`src/rtl/add_pkg.sv`:
```
// Shared constants and helpers for the time-shared Add datapath.
package add_pkg;

    localparam int ADD_W    = 32;
    localparam int ADD_NREQ = 4;

    // Width of a requester index: max(1, clog2(n)).
    function automatic int id_width(input int n);
        return (n > 2) ? $clog2(n) : 1;
    endfunction

endpackage

```
`src/rtl/Add.sv`:
```
// The processor's single ADD_W-bit adder. Carry-out is not needed by any user.
module Add
    import add_pkg::*;
#(
    parameter int W = ADD_W
) (
    input  logic [W-1:0] i_a,
    input  logic [W-1:0] i_b,
    input  logic         i_cin,
    output logic [W-1:0] o_sum
);

    // Sum modulo 2^W; the carry chain is left to the adder mapping.
    always_comb begin
        o_sum = i_a + i_b + W'(i_cin);
    end

endmodule

```
`src/rtl/rr_pick.sv`:
```
// Combinational round-robin picker: first valid requester at or after i_ptr.
module rr_pick
    import add_pkg::*;
#(
    parameter int NREQ = ADD_NREQ,
    parameter int IDW  = id_width(NREQ)
) (
    input  logic [NREQ-1:0] i_req_valid,
    input  logic [IDW-1:0]  i_ptr,
    input  logic            i_free,
    output logic [NREQ-1:0] o_gnt,
    output logic [IDW-1:0]  o_idx,
    output logic            o_any
);

    logic [IDW-1:0] w_cand;

    // Walk ptr, ptr+1, ... (mod NREQ) and keep the first valid one; no grant when not free.
    always_comb begin
        o_gnt  = '0;
        o_idx  = '0;
        o_any  = 1'b0;
        w_cand = '0;
        for (int k = 0; k < NREQ; k++) begin
            w_cand = IDW'((int'(i_ptr) + k) % NREQ);
            if (i_free && !o_any && i_req_valid[w_cand]) begin
                o_any = 1'b1;
                o_idx = w_cand;
            end
        end
        if (o_any) begin
            o_gnt[o_idx] = 1'b1;
        end
    end

endmodule

```
`src/rtl/adder_share_arb.sv`:
```
// Round-robin arbiter sharing one Add among NREQ requesters, with a one-entry
// tagged result register.
//
// Handshakes: a transfer happens at a rising edge when valid and ready are both
// high on the same side; ready never depends on payload data, and a requester's
// payload is sampled only at its transfer edge.
module adder_share_arb
    import add_pkg::*;
#(
    parameter  int NREQ = ADD_NREQ,
    parameter  int W    = ADD_W,
    localparam int IDW  = id_width(NREQ)
) (
    input  logic              clk,
    input  logic              rst,
    input  logic [NREQ-1:0]   req_valid,
    output logic [NREQ-1:0]   req_ready,
    input  logic [NREQ*W-1:0] req_a,
    input  logic [NREQ*W-1:0] req_b,
    output logic              rsp_valid,
    input  logic              rsp_ready,
    output logic [W-1:0]      rsp_sum,
    output logic [IDW-1:0]    rsp_id
);

    logic           r_valid;
    logic [W-1:0]   r_sum;
    logic [IDW-1:0] r_id;
    logic [IDW-1:0] r_ptr;

    logic            w_free;
    logic [NREQ-1:0] w_gnt;
    logic [IDW-1:0]  w_idx;
    logic            w_any;
    logic [W-1:0]    w_a_arr [NREQ];
    logic [W-1:0]    w_b_arr [NREQ];
    logic [W-1:0]    w_op_a;
    logic [W-1:0]    w_op_b;
    logic [W-1:0]    w_sum;

    // The output slot can take a new result if empty or being drained; never during reset.
    always_comb begin
        w_free = !rst && (!r_valid || rsp_ready);
    end

    rr_pick #(
        .NREQ (NREQ),
        .IDW  (IDW)
    ) u_pick (
        .i_req_valid (req_valid),
        .i_ptr       (r_ptr),
        .i_free      (w_free),
        .o_gnt       (w_gnt),
        .o_idx       (w_idx),
        .o_any       (w_any)
    );

    for (genvar g = 0; g < NREQ; g++) begin : g_unpack
        assign w_a_arr[g] = req_a[g*W +: W];
        assign w_b_arr[g] = req_b[g*W +: W];
    end

    // Steer the granted requester's operands into the shared adder.
    always_comb begin
        w_op_a = w_a_arr[w_idx];
        w_op_b = w_b_arr[w_idx];
    end

    Add #(
        .W (W)
    ) u_add (
        .i_a   (w_op_a),
        .i_b   (w_op_b),
        .i_cin (1'b0),
        .o_sum (w_sum)
    );

    // Output register and priority pointer: capture on grant, clear on bare drain.
    always_ff @(posedge clk or posedge rst) begin
        if (rst) begin
            r_valid <= 1'b0;
            r_sum   <= '0;
            r_id    <= '0;
            r_ptr   <= '0;
        end else if (w_any) begin
            r_valid <= 1'b1;
            r_sum   <= w_sum;
            r_id    <= w_idx;
            r_ptr   <= (w_idx == IDW'(NREQ - 1)) ? '0 : w_idx + 1'b1;
        end else if (rsp_ready) begin
            r_valid <= 1'b0;
        end
    end

    assign req_ready = w_gnt;
    assign rsp_valid = r_valid;
    assign rsp_sum   = r_sum;
    assign rsp_id    = r_id;

endmodule

```
`config.mk`:
```
export PLATFORM = sky130hd
export DESIGN_NAME = adder_share_arb
export DESIGN_NICKNAME = d
export VERILOG_FILES = /design/src/rtl/add_pkg.sv /design/src/rtl/Add.sv /design/src/rtl/rr_pick.sv /design/src/rtl/adder_share_arb.sv
export SDC_FILE = /design/constraint.sdc
export NUM_CORES = 1
export LEC_CHECK = 0
export BUFFER_PORTS_ARGS = -buffer_cell sky130_fd_sc_hd__buf_2
export CELL_PAD_IN_SITES_DETAIL_PLACEMENT = 1
export CELL_PAD_IN_SITES_GLOBAL_PLACEMENT = 1
export CORE_MARGIN = 2
export CORE_UTILIZATION = 29
export CTS_CLUSTER_DIAMETER = 60
export DETAILED_ROUTE_END_ITERATION = 6
export MAX_ROUTING_LAYER = met4
export PLACE_DENSITY_LB_ADDON = 0.1
export SKIP_LAST_GASP = 1
export SLEW_MARGIN = 15
export SYNTH_ARGS = -nofsm -noshare
export SYNTH_HDL_FRONTEND = slang
export SYNTH_SLANG_ARGS = --single-unit
```
`constraint.sdc`:
```
create_clock -name clk -period 6.1 [get_ports clk]
set_clock_uncertainty 0.1 [all_clocks]
set_input_delay 0.61 -clock clk [delete_from_list [all_inputs] [get_ports clk]]
set_output_delay 0.61 -clock clk [all_outputs]
set_load 0.05 [all_outputs]
```
After elaboration in Yosys (flattened, before gate mapping) --
Index checks and enable logic that the tools add are counted.
Word-level totals: logic and storage cells 62, output and inout bits 39, bits of input ports 263, flip-flop bits (word level) 37
Operators by class: eq/ne operators 1, order comparisons 7, multiplexer cells 28, add/subtract/negate cells 5, bitwise operators 1, reductions and logical operators 16
Operator list (count):
- 32-bit binary-select mux with 2-bit select | 2
- 32-bit two-way mux | 4
- 32-bit adder | 1
- 2-bit by 3-bit less-than comparator with 1-bit output (second input constant) | 5
- 1-bit two-way mux | 11
- 2-bit two-way mux | 5
- 1-bit logical AND | 9
- 1-bit binary-select mux with 2-bit select | 4
- 1-bit logical NOT | 5
- 2-bit by 1-bit adder with 2-bit output (second input constant) | 2
- 2-bit adder (second input constant) | 2
- 4-bit two-way mux | 1
- 3-bit >= comparator (second input constant) | 1
- 2-bit NOT with 3-bit output | 1
- 1-bit demux with 2-bit select | 1
- 2-bit == test (second input constant) | 1
- 2-bit by 1-bit >= comparator with 1-bit output (second input constant) | 1
- 2-bit nonzero test | 1
- 1-bit logical OR | 1

Logic depth before layout (Yosys ltp) --
depth after elaboration 22, mapped depth 21

By module --
From an unflattened synthesis, not the netlist that was laid out.
Unflattened totals: cell total of the unflattened synthesis 496, area, all modules 5352.6 um^2
By module, submodules not included:
- adder_share_arb | times used 1, area each 2937.8 um^2, cells each 162, sequential area each 925.9 um^2
- Add | times used 1, area each 2003.2 um^2, cells each 280, sequential area each 0.0 um^2
- rr_pick | times used 1, area each 411.6 um^2, cells each 54, sequential area each 0.0 um^2

Worst setup path before layout --
No wires, ideal clock.
path type input-to-reg, start point input port rsp_ready, end point register r_sum[30] (netlist: rsp_sum[30]), buffers on the path 2, required time 5.872 ns, slack 1.510 ns, arrival time 4.362 ns, library setup time 0.128 ns, cell stages on the path 21, cells stage by stage inv_1 > a21oi_1 > o21ai_0 > a211oi_1 > inv_1 > clkbuf_1 > clkbuf_1 > nand2_1 > and3_1 > a31oi_1 > ha_1 > fa_1 > a21oi_2 > o2111ai_2 > and3_4 > o21a_4 > o211a_4 > o221a_4 > o41ai_4 > mux2i_1 > nand3_1
On the way: longest elaborated chain between the ends 21, elaborated cells between the ends (all ways) 28
Ends and longest elaborated chain:
- from (decl) | line adder_share_arb.sv:21 | input logic rsp_ready,
- 1-bit logical OR * | line adder_share_arb.sv:43 | w_free = !rst && (!r_valid || rsp_ready);
- 1-bit logical AND * | line adder_share_arb.sv:43
- 1-bit logical AND | line rr_pick.sv:26 | if (i_free && !o_any && i_req_valid[w_cand]) begin
- 1-bit two-way mux | line rr_pick.sv:26
- 1-bit logical NOT | line rr_pick.sv:26
- 1-bit logical AND (2 in a row) | line rr_pick.sv:26
- 1-bit two-way mux | line rr_pick.sv:26
- 1-bit logical NOT | line rr_pick.sv:26
- 1-bit logical AND (2 in a row) | line rr_pick.sv:26
- 1-bit two-way mux | line rr_pick.sv:26
- 1-bit logical NOT | line rr_pick.sv:26
- 1-bit logical AND (2 in a row) | line rr_pick.sv:26
- 2-bit two-way mux | line rr_pick.sv:26
- 2-bit NOT with 3-bit output (not written as such) | line adder_share_arb.sv:65, adder_share_arb.sv:66
- 32-bit binary-select mux with 2-bit select (on tied branches) | line adder_share_arb.sv:65, adder_share_arb.sv:66
- 32-bit two-way mux (on tied branches) (2 in a row) | line adder_share_arb.sv:65, adder_share_arb.sv:66
- 32-bit adder | line Add.sv:15 | o_sum = i_a + i_b + W'(i_cin);
- to (signal assigned) | line adder_share_arb.sv:87 | r_sum <= w_sum;
- to (decl) | line adder_share_arb.sv:27 | logic [W-1:0] r_sum;
Every way passes the cells marked *; elsewhere a longest branch is shown, timed or not. The select of a mux whose other input is x is not followed. A chain may end at the register's enable or synchronous reset.

Worst setup path in the final report --
start point input port rsp_ready, end point register r_sum[31] (netlist: rsp_sum[31])
The elaborated chain is that of the path after synthesis.

==> impl_metrics.toml <==
[status]
status = "complete, no violations"

[yosys]
syn_inst = 773
synth_area_um2 = 4987
synth_compound_area_frac = 0.2577
ys_types = 59
synth_adder_area_share = 0.09182
synth.yosys.seq_area_share = 0.1856
ys.flop_type = "dfrtp_1"
synthXorXnorAreaFrac = 0.04390
synth_warnings = 0
synth_nets = 1072
async_flop_share = 1.000
synth_top_family_by_area = "simple AND/OR/NAND/NOR gates"
synth_top_area_share = 0.2303
ys_ff_latch = 37
synth_top_area_cell = "nand2_1"
synthTopCellsByCount = "nand2_1 (306), and3_1 (68), a31oi_1 (64)"
synth.area.top_cells = "nand2_1 (23%), dfrtp_1 (19%), ha_1 (8.8%)"
synth_edf_count = 0
postSynthAreaPerCell_um2 = 6.452
yosysMostFrequentCell = "nand2_1"
synthMuxAreaShare = 0.004014
synth-simple-area-share = 0.3663

[sta]
rsz0062_at_grt = "false"
drv_slew = 0
fmax_ghz = 0.1957
post-route-period-util = 0.8379
tightest_slew_ns = 0.8354
setup-tns-final_ns = 0
finalWorstSetupSlack_ns = 0.9889
setup_viol = 0
finalHoldViolCount = 0
relSlewSlack = 0.4422
min_period_ns = 5.111

[detailed_routing]
first_pass_iters = 4
ant_nets = 0
drc = 0
drtIter0Drc = 210
viasPerCell = 5.033
wirelength_um = 20520
num_vias = 6346
avgRoutedWirePerCell_um = 16.27

[global_routing]
grt_pass1_vias = 6446
track_usage = 0.2242
antenna_found_initial = 0
grt_pass1_wl_um = 32360
grt_max_degree = 130
overflow = 0

[floorplanning]
die_h_um = 135.1
initial_core_util = 0.2986
io_pins = 302
fp.dieArea_um2 = 18260
fp-row-count = 47
die_w_um = 135.1
core_area_um2 = 16700

[worst_setup_path]
crit_fanout = 129
path_cells = "buf_2, inv_1, a21oi_1, o21ai_0, a211oi_4, buf_12, nand2_1, and3_1, a31oi_1, ha_1, a211oi_2, o21bai_1, o311ai_2, o211ai_2, o31ai_4, o41ai_2, a31oi_1, xnor2_1, o21ai_1"
slowest_stage = "o31ai_4"
end_kind = "flop"
required_ns = 6.14
cp_data_arrival_time_ns = 5.15
criticalPathCategory = "input pin to flop"
crit_path_start_kind = "input pin"
rrSetupSlack_ns = 1.05
slowest_delay_ns = 0.46
crit_top_cell = "a31oi_1"

[pwr]
leakagePower_uw = 0.003713
vdd_drop_max_mv = 0.1556
p_per_area_nw_per_um2 = 355.2

[finish]
fin_nets = 1339
diodes = 0
drive_gt1_frac = 0.3256
areaGrowthSynthToFinish_pct = 37.81
final_area_um2 = 6873

[place]
dpl_cell_area_um2 = 6700
portBuffers = 301
pre_cts_ws_ns = 0.7247
place_congestion = 0.8622
dp_hpwl_um = 16420

[clocking]
clk_pin_slew_ns = 0.06
post_cts_buffers = 0
cts_num_sinks = 37
cts_hold_buf = 0
clkLatencyLatePin_ns = 0.28
clk_path_buf_depth = 2
cts_buffers = 5
tritoncts = "built"
h-tree-depth = 2
cts-root-buf = "clkbuf_16"
cts-resized-gates = 0

[job]
cap_violations = 0

[worst_hold_path]
min_path_type = "flop to flop"
cells in the final DEF, fill, tap and decap left out, types with 2 or more instances in the layout:
cell	instances
a31oi_1	64
o21a_1	2
clkbuf_16	5
o21ai_0	29
a21o_1	16
buf_4	8
o211ai_1	2
nor3_1	5
nand4_1	2
a21oi_2	2
nor2_1	10
mux2i_1	2
o21ai_1	9
nand2_1	306
a211oi_1	3
inv_2	2
and3_1	68
nor3b_1	3
inv_1	14
xnor2_1	18
nand2b_1	4
buf_2	301
ha_1	35
nand3_1	10
a21oi_1	27
and2_1	4
o21bai_1	5
xor2_1	7
o41ai_2	2
o21ai_2	2
dfrtp_1	37
o31ai_1	3
critical path, delay by kind of cell:
kind	cells	cell delay (ns)
AO/OA/AOI/OAI	12	3.09
buffers and inverters	3	0.48
XOR/XNOR	1	0.14
AND/OR/NAND/NOR	2	0.28
adder cells (fa/ha/maj)	1	0.32
logic make-up (layout without fill, tap and decap cells):
family          count (synthesis)  after routing
compound gates                187            187
simple gates                  419            419
fa+ha+maj                      36             36
xor+xnor                       25             25
mux                             2              2
flops                          37             37
buf+inv                        67            335
per-stage QoR:
stage / std cells / utilization / power [uW] / hold slack, ns
after global placement: 1253 / 0.4012 / 2135 / 0.3516
final: 1261 / 0.4115 / 2441 / 0.3689
after floorplan: 773 / - / 1665 / 0.3943
after detailed placement: 1253 / 0.4012 / 2148 / 0.3604
after global routing: 1261 / 0.4115 / 2639 / 0.4008
after CTS: 1261 / 0.4115 / 2465 / 0.3735
layout make-up:
class,instances,area [um2]
fillers,2327,9828
multi-input cells,669,3846
repair buffers,310,1587
flip-flops and latches,37,925.9
well taps,220,275.3
clock buffers,7,142.6
inverters,17,66.31
clock inverters,1,30.03
metal layers:
metal | track usage | share of wire
met1 | 0.2909 | 0.46
met2 | 0.3878 | 0.48
met3 | 0.02918 | 0.052
met4 | 0.02257 | 0.0053
met5 | - | 0
sequential cells by signal (all words and copies together) (netlist names):
name       count
rsp_sum       32
rsp_id         2
r_ptr          2
rsp_valid      1
worst paths after layout:
path,startpoint,to,cells past startpoint
worst min-delay path,rsp_id[1],rsp_id[1],2
min in group asynchronous,rst,rsp_sum[10],2
worst max register to register,rsp_valid,rsp_sum[31],17
worst min register to register,rsp_id[1],rsp_id[1],2
max in group asynchronous,rst,rsp_sum[11],2
worst max-delay path,rsp_ready,rsp_sum[31],19
power by group:
| group | switching [uW] | internal (uW) | total [uW] |
|---|---|---|---|
| combinational | 1140 | 584 | 1720 |
| clock | 103 | 204 | 308 |
| sequential | 57.2 | 354 | 411 |
| total | 1300 | 1140 | 2440 |
Note: power is estimated with default switching activity, not from simulation.
